File: src/rtl/multiword_adder_seq.sv
// Chains a narrow external adder core over WORDS chunks, LSW first.
// Optional MULTIWORD_OVERFLOW_EN adds o_overflow (signed W-bit overflow).
module multiword_adder_seq #(
  parameter int BIT   = 32,
  parameter int WORDS = 4
) (
  input  logic                 i_clk,
  input  logic                 i_rstn,
  input  logic                 i_start,
  input  logic [BIT*WORDS-1:0] i_data_a,
  input  logic [BIT*WORDS-1:0] i_data_b,
  input  logic                 i_carry,
  output logic                 o_busy,
  output logic                 o_done,
  output logic [BIT*WORDS-1:0] o_data_s,
  output logic                 o_carry,
`ifdef MULTIWORD_OVERFLOW_EN
  output logic                 o_overflow,
`endif
  output logic [BIT-1:0]       o_add_a,
  output logic [BIT-1:0]       o_add_b,
  output logic                 o_add_cin,
  input  logic [BIT-1:0]       i_add_s,
  input  logic                 i_add_cout
);

  localparam int W  = BIT * WORDS;
  localparam int CW = $clog2(WORDS);
  localparam logic [CW-1:0] LAST = CW'(WORDS - 1);

  typedef enum logic [1:0] {
    S_IDLE,
    S_RUN,
    S_DONE
  } state_t;

  state_t        state_q;
  logic [CW-1:0] cnt_q;
  logic [W-1:0]  a_q;
  logic [W-1:0]  b_q;
  logic [W-1:0]  s_q;
  logic          c_q;
  logic          co_q;
  logic          done_q;
  logic [31:0]   base_d;
`ifdef MULTIWORD_OVERFLOW_EN
  logic          ovf_q;
`endif

  assign base_d = 32'(cnt_q) * 32'(BIT);

  always_ff @(posedge i_clk) begin
    if (!i_rstn) begin
      state_q <= S_IDLE;
      cnt_q   <= '0;
      a_q     <= '0;
      b_q     <= '0;
      s_q     <= '0;
      c_q     <= 1'b0;
      co_q    <= 1'b0;
      done_q  <= 1'b0;
`ifdef MULTIWORD_OVERFLOW_EN
      ovf_q   <= 1'b0;
`endif
    end else begin
      done_q <= 1'b0;
      unique case (state_q)
        S_IDLE: begin
          if (i_start) begin
            a_q     <= i_data_a;
            b_q     <= i_data_b;
            c_q     <= i_carry;
            cnt_q   <= '0;
            s_q     <= '0;
            co_q    <= 1'b0;
`ifdef MULTIWORD_OVERFLOW_EN
            ovf_q   <= 1'b0;
`endif
            state_q <= S_RUN;
          end
        end
        S_RUN: begin
          s_q[base_d +: BIT] <= i_add_s;
          c_q                <= i_add_cout;
          if (cnt_q == LAST) begin
            cnt_q   <= '0;
            co_q    <= i_add_cout;
            done_q  <= 1'b1;
            state_q <= S_DONE;
`ifdef MULTIWORD_OVERFLOW_EN
            // top chunk sum bit is the result sign
            ovf_q   <= (a_q[W-1] == b_q[W-1]) &&
                       (i_add_s[BIT-1] != a_q[W-1]);
`endif
          end else begin
            cnt_q <= cnt_q + 1'b1;
          end
        end
        S_DONE: state_q <= S_IDLE;
        default: state_q <= S_IDLE;
      endcase
    end
  end

  always_comb begin
    o_add_a   = '0;
    o_add_b   = '0;
    o_add_cin = 1'b0;
    if (state_q == S_RUN) begin
      o_add_a   = a_q[base_d +: BIT];
      o_add_b   = b_q[base_d +: BIT];
      o_add_cin = c_q;
    end
  end

  assign o_busy   = (state_q != S_IDLE);
  assign o_done   = done_q;
  assign o_data_s = s_q;
  assign o_carry  = co_q;
`ifdef MULTIWORD_OVERFLOW_EN
  assign o_overflow = ovf_q;
`endif

endmodule

File: config.mk
export PLATFORM = sky130hd
export DESIGN_NAME = multiword_adder_seq
export DESIGN_NICKNAME = d
export VERILOG_FILES = /design/src/rtl/multiword_adder_seq.sv
export SDC_FILE = /design/constraint.sdc
export NUM_CORES = 1
export LEC_CHECK = 0
export CORE_AREA = 2 2 189 191
export CTS_CLUSTER_DIAMETER = 30
export CTS_CLUSTER_SIZE = 20
export DETAILED_ROUTE_END_ITERATION = 10
export DIE_AREA = 0 0 191 193
export GPL_TIMING_DRIVEN = 0
export PLACE_DENSITY = 0.79
export SLEW_MARGIN = 25
export SYNTH_ARGS = -nofsm -noshare
export SYNTH_HDL_FRONTEND = slang
export SYNTH_SLANG_ARGS = --single-unit
File: constraint.sdc
create_clock -name i_clk -period 3.02 [get_ports i_clk]
set_input_delay 0.604 -clock i_clk [delete_from_list [all_inputs] [get_ports i_clk]]
set_output_delay 0.604 -clock i_clk [all_outputs]
set_load 0.02 [all_outputs]
==> impl_metrics.csv <==
group,metric,value,unit
critical_path,crit_type,"flip-flop to output pin",
drt,drtAntennaViolNets,0,
global_route,track_usage,31.3,%
logic_synthesis,ys_seq_elements,391,
logic_synthesis,syn_area_per_cell,9.83,µm²
drt,vias,15200,
pwr,vdd_ir_drop_max,0.456,mV
timing,worstMarginPinSlew,0.869,ns
finish,final_common_cell,"nand2_1",
global_route,grt_use_met2,53.1,%
global_route,grt_pass1_vias,15500,
drt,wl,59500,µm
finish,utilization,69.6,%
critical_path,worstPathMaxFanout,10,
global_route,grt_antenna_before_repair,5,
clock_tree,cts_tree,"yes",
global_route,grt_max_degree,13,
critical_path,worstSetupEndpoint,"o_add_a[5]",
global_route,grt_util_met3,7.66,%
timing,skew,0.0213,ns
global_route,grt_pass1_wl,87800,µm
timing,layout_min_cycle_time,2.96,ns
drt,dr.first_iter.drc_count,843,
critical_path,startpoint,"cnt_q[0]",
die,core,0.0350,mm²
timing,max_freq,0.338,GHz
placement,io_buffers,487,
clock_tree,cts_buffer_depth,3,
finish,drive_gt1_share,15.7,%
clock_tree,cts_root_buffer,"clkbuf_16",
finish,syn2layout_area_growth,50.3,%
critical_path,cp-end-kind,"output pin",
timing,setup_ws,0.0577,ns
logic_synthesis,synth-warning-count,0,
timing,rsz0062_at_grt,"false",
timing,finalMaxSlewViolations,0,
logic_synthesis,synth_area,0.0162,mm²
critical_path,r2r-start,"cnt_q[1]",
drt,drt-pass1-iter-count,5,
die,die_w,191,µm
critical_path,critPathMostFrequentCell,"buf_12",
pwr,power_density,646,mW/mm²
critical_path,worstSetupStartpointType,"flip-flop",
finish,final_cell_mix,"nand2_1 (546), clkdlybuf4s50_1 (423), dfxtp_1 (388), a21boi_1 (230), a32o_1 (96)",
timing,setup_viol,0,
clock_tree,clock_sinks,391,
placement,gp_congestion,0.903,
global_route,top_usage_layer,"met2",
critical_path,reg2reg_depth,8,
logic_synthesis,synth_seq_area_share,48.4,%
timing,period_share,98.1,%
clock_tree,cts_hold_buf,0,
critical_path,worstPathArrival,2.36,ns
critical_path,critPathSlowestCell,"mux4_2",
timing,tns,0,ns
drt,wl_per_cell,21.7,µm
logic_synthesis,netlist_instances,1647,
run_status,outcome,"completed",
global_route,use_met1,36.6,%
clock_tree,cts_buffers,77,
die,dieHeight,193,µm
clock_tree,htreeDepth,3,
drt,drc,0,
drt,vias_per_cell,5.53,
timing,whs,0.450,ns
timing,finalHoldViolCount,0,
logic_synthesis,synthesis.nets,1946,
die,die_area,0.0369,mm²
pwr,p_leak,9.41,nW
finish,final_nets,2522,
global_route,grt-ovfl-total,0,
critical_path,r2r_end,"o_data_s[24]",
die,start_util,46.3,%
die,ios,489,
placement,pre_cts_slack,-0.108,ns
critical_path,path_cells,"buf_8 > buf_12 > buf_12 > mux4_2 > and2_1 > clkdlybuf4s15_2",
pwr,finalPower,0.0157,W
timing,slew_headroom,42.1,%
clock_tree,clk_latency,0.58,ns
worst_hold_path,hp-class,"flip-flop to flip-flop",
critical_path,crit_required,2.42,ns
clock_tree,path_clk_slew,0.05,ns
job,drv_cap,0,
critical_path,slowest_delay,0.50,ns
logic_synthesis,synth.distinct_cells,36,
placement,hpwlAfterDp,43000,µm
critical_path,r2r_setup_slack,0.49,ns
die,std_cell_rows,69,
-- power by group --
group	internal [W]	switching, W	leakage, nW
Sequential	0.00541	0.000132	3.19
Clock	0.00547	0.00291	1.24
Combinational	0.000906	0.000895	4.98
Total	0.0118	0.00394	9.41
-- critical path: cells and delay by family (launching register included) --
kind / cells / cell delay [ns]
AND/OR/NAND/NOR: 1 / 0.19
multiplexers: 1 / 0.50
buffers and inverters: 4 / 0.69
flip-flops: 1 / 0.37
-- logic make-up (layout without fill, tap and decap cells) --
group	after synthesis	in the layout	share of synthesized area [%]
buffers and inverters	155	789	5.85
AO/OA/AOI/OAI	396	396	20.1
adder cells (fa/ha/maj)	6	6	0.464
other	0	6	0
flip-flops	391	391	48.4
multiplexers	68	68	9.15
AND/OR/NAND/NOR	631	631	16.1
-- layer usage --
metal  share of wire [%]  routed length [µm]
met5                   0                   0
met4                 5.2                3110
met3                 8.5                5040
met2                  48               28800
met1                  38               22600
-- registers in the layout, indices dropped and copies added (netlist names) --
signal    flops
state_q       2
o_data_s    128
c_q           1
b_q         128
a_q         128
o_done        1
cnt_q         2
o_carry       1
-- cells in the mapped netlist --
cell type,number,area (µm²)
nor3b_4,1,18.8
buf_4,22,165
a21boi_0,28,210
nand3_1,1,5.00
clkbuf_2,1,5.00
and3_1,2,12.5
a41o_1,1,10.0
a21oi_1,1,5.00
buf_6,31,349
ha_1,6,75.1
a32o_1,96,961
and4_1,2,17.5
a211oi_1,1,7.51
nand2_1,546,2050
mux4_2,64,1440
clkbuf_1,59,221
a2bb2o_1,1,10.0
and2_1,66,413
mux2i_1,4,40.0
buf_2,39,195
o2bb2ai_1,31,272
nand3b_1,1,7.51
or2_2,1,6.26
dfxtp_1,391,7830
nor3b_1,1,7.51
a21boi_1,230,1730
or3b_1,1,8.76
o221a_2,1,11.3
nor2b_1,3,18.8
nand2b_1,1,6.26
inv_1,3,11.3
o21a_1,4,30.0
nand4b_1,1,8.76
o21ai_0,2,10.0
nor2_1,3,11.3
and4b_1,1,10.0
-- metrics by stage --
step / instance area [µm²] / cells
after floorplan: 16200 / 1647
after global placement: 21600 / 2595
after detailed placement: 21600 / 2595
after CTS: 24300 / 2736
after global routing: 24300 / 2746
final: 24300 / 2748
-- area by class of cell --
cell class / instances / area (µm²)
fillers: 2627 / 10600
diodes: 6 / 15.0
plain buffers: 152 / 1030
flip-flops and latches: 391 / 7830
clock buffers: 91 / 2080
inverters: 3 / 11.3
multi-input cells: 1101 / 7420
well taps: 461 / 577
repair buffers: 497 / 4850
clock inverters: 46 / 497
-- timing repair --
action | 4_1_cts | 5_1_grt
buffers inserted | 4 | 4
resized for setup | 162 | 34
gates cloned | 0 | 2
endpoints found under the setup margin | 67 | 40
endpoints found under the hold margin | 0 | 0
-- worst min-delay path by stage --
stage | start | to | slack [ns] | cells after the start
2_1_floorplan | a_q[64] | a_q[64] | 0.43 | 2
3_3_place_gp | a_q[42] | a_q[42] | 0.44 | 2
3_5_place_dp | b_q[123] | b_q[123] | 0.44 | 2
4_1_cts | a_q[56] | a_q[56] | 0.45 | 2
5_1_grt | b_q[92] | b_q[92] | 0.47 | 2
6_report | a_q[126] | a_q[126] | 0.45 | 2
Power figures use the tool's default switching activity.
